[src/rtl/sysid_check_pkg.sv]
// Shared types and constants for the boot-time system-ID check master.
package sysid_check_pkg;

  typedef enum logic [2:0] {
    ST_IDLE,
    ST_REQ_ID,
    ST_RSP_ID,
    ST_REQ_TS,
    ST_RSP_TS,
    ST_CHECK,
    ST_FIN
  } state_e;

  localparam logic SYSID_ID_ADDR = 1'b0;
  localparam logic SYSID_TS_ADDR = 1'b1;

  // Bits needed to hold 0..max_val, never less than one.
  function automatic int unsigned cnt_width(input int unsigned max_val);
    return (max_val < 2) ? 1 : $clog2(max_val + 1);
  endfunction

endpackage

[src/rtl/sysid_check_timeout.sv]
// Per-attempt watchdog: loadable down-counter whose expired flag rises on the last allowed cycle.
module sysid_check_timeout #(
  parameter int unsigned  W    = 8,
  parameter logic [W-1:0] LOAD = '1
) (
  input  logic clock,
  input  logic reset_n,
  input  logic load,
  input  logic clear,
  input  logic en,
  output logic expired
);

  logic [W-1:0] count;

  always_ff @(posedge clock or negedge reset_n) begin
    if (!reset_n) begin
      count   <= '0;
      expired <= 1'b0;
    end else if (load) begin
      count   <= LOAD;
      expired <= (LOAD == '0);
    end else if (clear) begin
      count   <= '0;
      expired <= 1'b0;
    end else if (en && count != '0) begin
      count   <= count - W'(1);
      expired <= (count == W'(1));
    end
  end

endmodule

[src/rtl/sysid_check_master.sv]
// Avalon-MM read master that fetches the sysid ID and timestamp words at boot
// and reports pass, mismatch or timeout status.
module sysid_check_master
  import sysid_check_pkg::*;
#(
  parameter logic [31:0] EXPECTED_ID        = 32'h0000_0000,
  parameter logic [31:0] EXPECTED_TIMESTAMP = 32'd1427262868,
  parameter int unsigned TIMEOUT_CYCLES     = 255,
  parameter int unsigned RETRIES            = 2,
  parameter bit          AUTO_START         = 1'b1
) (
  input  logic        clock,
  input  logic        reset_n,
  input  logic        start,
  output logic        avm_address,
  output logic        avm_read,
  input  logic        avm_waitrequest,
  input  logic [31:0] avm_readdata,
  input  logic        avm_readdatavalid,
  output logic        busy,
  output logic        done,
  output logic        pass,
  output logic        id_mismatch,
  output logic        ts_mismatch,
  output logic        timeout,
  output logic [31:0] id_seen,
  output logic [31:0] ts_seen
);

  localparam int unsigned      TMO_W    = cnt_width(TIMEOUT_CYCLES - 1);
  localparam int unsigned      RTY_W    = cnt_width(RETRIES);
  localparam logic [TMO_W-1:0] TMO_LOAD = TMO_W'(TIMEOUT_CYCLES - 1);
  localparam logic [RTY_W-1:0] RTY_LOAD = RTY_W'(RETRIES);

  state_e           state;
  logic             auto_pend;
  logic [RTY_W-1:0] retries_left;
  logic             tmo_expired;

  // Attempt bookkeeping shared by the FSM and the watchdog.
  logic in_req, in_rsp, accept, got, abandon, retry, kick, tmo_load, tmo_en;
  assign in_req   = (state == ST_REQ_ID) || (state == ST_REQ_TS);
  assign in_rsp   = (state == ST_RSP_ID) || (state == ST_RSP_TS);
  assign accept   = in_req && !avm_waitrequest;
  assign got      = in_rsp && avm_readdatavalid;
  assign abandon  = tmo_expired && ((in_req && !accept) || (in_rsp && !got));
  assign retry    = abandon && (retries_left != '0);
  assign kick     = (state == ST_IDLE) && (start || auto_pend);
  assign tmo_load = kick || retry || ((state == ST_RSP_ID) && got);
  assign tmo_en   = in_req || in_rsp;

  sysid_check_timeout #(
    .W    (TMO_W),
    .LOAD (TMO_LOAD)
  ) u_timeout (
    .clock   (clock),
    .reset_n (reset_n),
    .load    (tmo_load),
    .clear   (!tmo_en),
    .en      (tmo_en),
    .expired (tmo_expired)
  );

  always_ff @(posedge clock or negedge reset_n) begin
    if (!reset_n) begin
      state        <= ST_IDLE;
      auto_pend    <= AUTO_START;
      retries_left <= '0;
      avm_address  <= SYSID_ID_ADDR;
      avm_read     <= 1'b0;
      busy         <= 1'b0;
      done         <= 1'b0;
      pass         <= 1'b0;
      id_mismatch  <= 1'b0;
      ts_mismatch  <= 1'b0;
      timeout      <= 1'b0;
      id_seen      <= '0;
      ts_seen      <= '0;
    end else begin
      auto_pend <= 1'b0;
      done      <= 1'b0;
      unique case (state)
        ST_IDLE: begin
          if (kick) begin
            state        <= ST_REQ_ID;
            avm_address  <= SYSID_ID_ADDR;
            avm_read     <= 1'b1;
            busy         <= 1'b1;
            pass         <= 1'b0;
            id_mismatch  <= 1'b0;
            ts_mismatch  <= 1'b0;
            timeout      <= 1'b0;
            retries_left <= RTY_LOAD;
          end
        end
        ST_REQ_ID, ST_REQ_TS: begin
          // An accepted read always proceeds; the read stays asserted across a retry.
          if (accept) begin
            state    <= (state == ST_REQ_ID) ? ST_RSP_ID : ST_RSP_TS;
            avm_read <= 1'b0;
          end else if (retry) begin
            retries_left <= retries_left - RTY_W'(1);
          end else if (abandon) begin
            state    <= ST_FIN;
            avm_read <= 1'b0;
            timeout  <= 1'b1;
            done     <= 1'b1;
          end
        end
        ST_RSP_ID, ST_RSP_TS: begin
          if (got) begin
            if (state == ST_RSP_ID) begin
              id_seen     <= avm_readdata;
              state       <= ST_REQ_TS;
              avm_address <= SYSID_TS_ADDR;
              avm_read    <= 1'b1;
            end else begin
              ts_seen <= avm_readdata;
              state   <= ST_CHECK;
            end
          end else if (retry) begin
            retries_left <= retries_left - RTY_W'(1);
            state        <= (state == ST_RSP_ID) ? ST_REQ_ID : ST_REQ_TS;
            avm_read     <= 1'b1;
          end else if (abandon) begin
            state   <= ST_FIN;
            timeout <= 1'b1;
            done    <= 1'b1;
          end
        end
        ST_CHECK: begin
          id_mismatch <= (id_seen != EXPECTED_ID);
          ts_mismatch <= (ts_seen != EXPECTED_TIMESTAMP);
          pass        <= (id_seen == EXPECTED_ID) && (ts_seen == EXPECTED_TIMESTAMP);
          state       <= ST_FIN;
          done        <= 1'b1;
        end
        ST_FIN: begin
          state <= ST_IDLE;
          busy  <= 1'b0;
        end
        default: begin
          state    <= ST_IDLE;
          avm_read <= 1'b0;
          busy     <= 1'b0;
        end
      endcase
    end
  end

endmodule

[config.mk]
export PLATFORM = sky130hd
export DESIGN_NAME = sysid_check_master
export DESIGN_NICKNAME = d
export VERILOG_FILES = /design/src/rtl/sysid_check_pkg.sv /design/src/rtl/sysid_check_timeout.sv /design/src/rtl/sysid_check_master.sv
export SDC_FILE = /design/constraint.sdc
export NUM_CORES = 1
export LEC_CHECK = 0
export BUFFER_PORTS_ARGS = -buffer_cell sky130_fd_sc_hd__buf_2
export CORE_MARGIN = 5
export CORE_UTILIZATION = 50
export DETAILED_ROUTE_END_ITERATION = 10
export PLACE_DENSITY_LB_ADDON = 0.2
export SYNTH_ARGS = -nofsm -noshare
export SYNTH_HDL_FRONTEND = slang
export SYNTH_HIERARCHICAL = 1
export SYNTH_SLANG_ARGS = --single-unit
export TNS_END_PERCENT = 100
[constraint.sdc]
create_clock -name clock -period 3.1 [get_ports clock]
set_input_delay 0.465 -clock clock [delete_from_list [all_inputs] [get_ports clock]]
set_output_delay 0.465 -clock clock [all_outputs]
set_load 0.1 [all_outputs]
# Yosys cells after proc, flatten, opt, wreduce, memory -nomap -nowiden
# Cells that the tools add are included.
[classes]
n_addsub = 2
mul = 0
div = 0
order_cmp = 0
n_eq_ne = 19
shifts = 0
mux = 46
bitwise_logic = 3
reduce_logical = 40
[op_table]
columns = ["op", "n"]
rows = [
  ["equality test 32 x 31 -> 1 bit, second input constant", 1],
  ["logical NOT 32 bit", 1],
  ["inequality test 32 x 31 -> 1 bit, second input constant", 1],
  ["nonzero test 32 bit", 1],
  ["two-way mux 3 bit", 8],
  ["two-way mux 8 bit", 3],
  ["two-way mux 1 bit", 20],
  ["inequality test 3 bit, second input constant", 5],
  ["case mux 3 bit (4 select lines)", 1],
  ["logical AND 1 bit", 10],
  ["two-way mux 2 bit", 5],
  ["inequality test 2 bit, second input constant", 5],
  ["case mux 1 bit (2 select lines)", 5],
  ["equality test 3 bit, second input constant", 3],
  ["equality test 8 x 1 -> 1 bit, second input constant", 1],
  ["AND reduction 4 bit", 2],
  ["nonzero test 8 bit", 1],
  ["subtractor 8 x 1 -> 8 bit, second input constant", 1],
  ["logical OR 1 bit", 7],
  ["equality test 3 x 2 -> 1 bit, second input constant", 2],
  ["case mux 1 bit (3 select lines)", 2],
  ["case mux 2 bit (3 select lines)", 1],
  ["AND reduction 2 bit", 3],
  ["AND reduction 3 bit", 2],
  ["11 further kinds", 19],
]
[word_totals]
register_bits = 87
latch_bits = 0
ramBits = 0
rom_bits = 0
output_inout_bits = 72
n_memories = 0

# Longest topological paths before layout
[logic_depth]
depth_word = 11
mapped_depth = 9
depth_no_buf = 8

# Hierarchy
# The synthesis kept the hierarchy.
[modules_own_cells]
columns = ["module", "n_inst", "cells_each", "area_per_inst_um2", "seq_area_each_um2"]
rows = [
  ["sysid_check_master", 1, 253, 3388.2, 1953.1],
  ["sysid_check_timeout", 1, 59, 578.1, 225.2],
]

# Worst setup path after synthesis
# No wires, ideal clock.
[synth_timing]
path_kind = "flip-flop to flip-flop"
from = "reg state[2]"
to = "reg u_timeout.count[7]"
arrival_ns = 2.050
slack_ns = 0.926
path_stages_with_launch = 7
period_less_slack_ns = 2.174
path_cell_list = "dfrtp_1 -> buf_6 -> clkbuf_1 -> xnor2_1 -> or4b_4 -> o311a_1 -> a211o_1"
[synth_via]
word_cells_on_any_way = 25
[synth_rtl]
columns = ["element", "line", "rtl"]
rows = [
  ["start, declared", "sysid_check_master.sv:35", "state_e state;"],
  ["start signal, assigned", "sysid_check_master.sv:99", "state <= (state == ST_REQ_ID) ? ST_RSP_ID : ST_RSP_TS;"],
  ["start signal, assigned", "sysid_check_master.sv:123", "state <= (state == ST_RSP_ID) ? ST_REQ_ID : ST_REQ_TS;"],
  ["equality test 3 x 1 -> 1 bit (tied with other cells)", "sysid_check_master.sv:42", "assign in_req = (state == ST_REQ_ID) || (state == ST_REQ_TS);"],
  ["logical OR 1 bit, on equally long branches", "sysid_check_master.sv:42, sysid_check_master.sv:43", ""],
  ["logical OR 1 bit *", "sysid_check_master.sv:50", "assign tmo_en = in_req || in_rsp;"],
  ["net tmo_en", "sysid_check_master.sv:41", "logic in_req, in_rsp, accept, got, abandon, retry, kick, tmo_load, tmo_en;"],
  ["logical AND 1 bit or two-way mux 8 bit (tied branches)", "sysid_check_timeout.sv:26, sysid_check_timeout.sv:23", ""],
  ["inequality test 3 bit (no line) or two-way mux 8 bit (tied branches)", "n/a", ""],
  ["end signal, assigned", "sysid_check_timeout.sv:27", "count <= count - W'(1);"],
  ["end, declared", "sysid_check_timeout.sv:14", "logic [W-1:0] count;"],
]
# The timed path passes the listed nets; every way through them passes the cells marked *.
# A chain may end at the register's enable or synchronous reset.

# Final worst setup path
[layout_timing]
from = "reg state[0]"
to = "reg u_timeout.count[7]"
# The elaborated chain is that of the path after synthesis.

==> out/results.txt <==
die span in x: 99.07 µm
via count: 2976
# diodes: 0
Setup crit start kind: register
CTS root buffer: clkbuf_8
crit end category: register
Post-synth EDFFs: 0
unrepaired setup endpoints after global routing: false
post-CTS sizing: 0
port bufs: 108
largest net degree at the start of global routing: 42
die area: 0.009814 mm²
area post-placement: 0.004579 mm²
Mapped Nets: 352
CTS tree: built
area fraction of the dominant cell type after synthesis: 0.5426
Yosys warning count: 6
clk slew on worst S/H paths: 0.09 ns
Setup violations, final: 0
Worst slew margin: 0.6421
DRC: 0
critical path fanouts, max: 15
Mapped Cells: 312
area leader, netlist: dfrtp_1
Worst Path Arrival: 2.66 ns
H-tree depth: 3
final instance area: 0.004808 mm²
Ports: 109
share of synthesized registers carrying an async set or reset: 1.000
hold_buf cts: 0
Fill cells: 641
All-Layer GR Usage: 0.1961
Final Wtd Congestion: 0.8509
worst path cell trace: nor2_1, xnor2_1, or4b_4, o311a_1, a211o_1
antenna viol nets, final: 0
post-CTS setup buffers: 0
most frequent cells in the layout: 107 x buf_2, 86 x dfrtp_1, 57 x mux2_2
share of layout cells above drive strength 1: 0.4565
clock period minus worst slack: 2.422 ns
Synth Flop Type: dfrtp_1
Avg Cell Area, Syn: 12.71 µm²
final WL: 9.295 mm
crit path max-delay cell type: dfrtp_1
fin crit share: 0.7814
num rows: 32
WHS: 0.09615 ns
most common cell after layout, fill and taps aside: buf_2
Longest Clk Path Bufs: 2
Die Y: 99.07 µm
initial antenna violation count: 0
Non-Filler Instances: 527
outcome: completed
Post-DP HPWL: 6.670 mm
sequential area share after synthesis: 0.5492
cell count after placement: 511
first-pass detailed-route iteration total: 4
f_max: 412.8 MHz
Clk Latency, worst-skew pair: 0.35 ns
CP Data Required Time: 3.34 ns
Worst Tran Pin Value: 0.5294 ns
Fin Setup TNS: 0 ns
TritonCTS Buffers: 9
Yosys reg bits: 87
post-synthesis cell type count: 58
drt wl/cell: 17.64 µm
CP Class: register to register
total grt overflow: 0
first-pass GRT wire length: 15.44 mm
Final Slew Violations: 0
number of global-route vias before repair: 3098
Core Box Area: 0.007727 mm²
largest cells by area after synthesis: dfrtp_1 54%, mux2_2 16%, mux2_1 2.3%
Vias/cell: 5.647
Area Growth Syn to Fin: 21.23%
worst stage delay on the critical path: 0.64 ns
hold crit path type: primary input to asynchronous set/reset pin
Hold Vio Cnt, Final: 0
Synth Cell Area: 0.003966 mm²
max-capacitance violation count: 0
initial DRC count: 94
Post-Route Skew: 0.01170 ns
Initial Util: 0.5133
Post-layout nets: 460
CTS sink cnt: 87
-- cells in the mapped netlist, types with 3 or more instances --
library cell and n:
dfrtp_1 86, mux2_2 57, inv_1 15, nor2_1 13
nand2_1 10, nor4_1 9, mux2_1 8, buf_2 7
o21ai_0 7, nand4_1 6, buf_4 5, nor4b_1 5
a21oi_1 4, a31oi_1 4, nand2b_1 4, nor3_1 4
a311o_1 3, clkbuf_1 3, ha_1 3, o221ai_1 3
o311a_1 3
-- layout make-up --
cell class                      instances  area, µm²  share of cell area
Clock buffer                           10      137.6             0.02862
Sequential cell                        87       2178              0.4530
Clock inverter                          6      91.34             0.01900
Multi-Input combinational cell        194       1637              0.3404
Tap cell                              102      127.6             0.02654
Timing Repair Buffer                  113      580.6              0.1207
Inverter                               15      56.30             0.01171
-- layer usage --
layer  vias to the layer above  wire (µm)  global-route usage
li1                       1380          -                   -
met1                      1494       4026              0.2506
met2                        93       4461              0.3192
met3                         9        696             0.06440
met4                         0        110             0.05672
met5                         -          0                   0
-- cell families (layout without fill, tap and decap cells) --
kind of cell	after synthesis	after routing	synth area share
AOI/OAI and AO/OA	44	44	0.08328
xor gates and xnor gates	2	2	0.004417
adders and majority gates	3	3	0.009465
buffers and inverters	31	144	0.03817
DFF	87	87	0.5492
muxes	67	67	0.1896
other	1	1	0.0009455
and+or+nand+nor	77	77	0.1249
-- critical path: cells and delay by family, from the launching register on --
kind | cells | cell delay, ns
and+or+nand+nor | 2 | 0.67
AOI/OAI and AO/OA | 2 | 0.56
DFF | 1 | 0.64
xor gates and xnor gates | 1 | 0.44
-- through the flow --
stage | worst slack (ns) | utilization
after floorplan | 0.9260 | -
after global placement | 0.7680 | 0.5926
after detailed placement | 0.7116 | 0.5926
after CTS | 0.6839 | 0.6222
after global routing | 0.5345 | 0.6222
final | 0.6777 | 0.6222
-- sequential cells by signal, indices dropped and copies added (netlist names), 2 cells and up --
signal,cells
ts_seen,32
u_timeout/count,8
id_seen,32
retries_left,2
state,3
-- final timing paths --
path / slack (ns) / to / depth (start not counted) / startpoint
min in group clock: 0.34 / ts_seen[0]$_DFFE_PN0P_ / 2 / avm_readdata[0]
max in group asynchronous: 2.27 / ts_seen[26]$_DFFE_PN0P_ / 2 / reset_n
min reg2reg: 0.49 / avm_address$_DFFE_PN0P_ / 1 / avm_address$_DFFE_PN0P_
min: 0.1 / id_seen[28]$_DFFE_PN0P_ / 1 / reset_n
max: 0.68 / u_timeout/count[7]$_DFFE_PN0P_ / 5 / state[0]$_DFFE_PN0P_
max reg2reg: 0.68 / u_timeout/count[7]$_DFFE_PN0P_ / 5 / state[0]$_DFFE_PN0P_
Power is left out: the tool's default activity adds up to more than one toggle a clock period on the data nets, which glitch-free logic cannot reach.
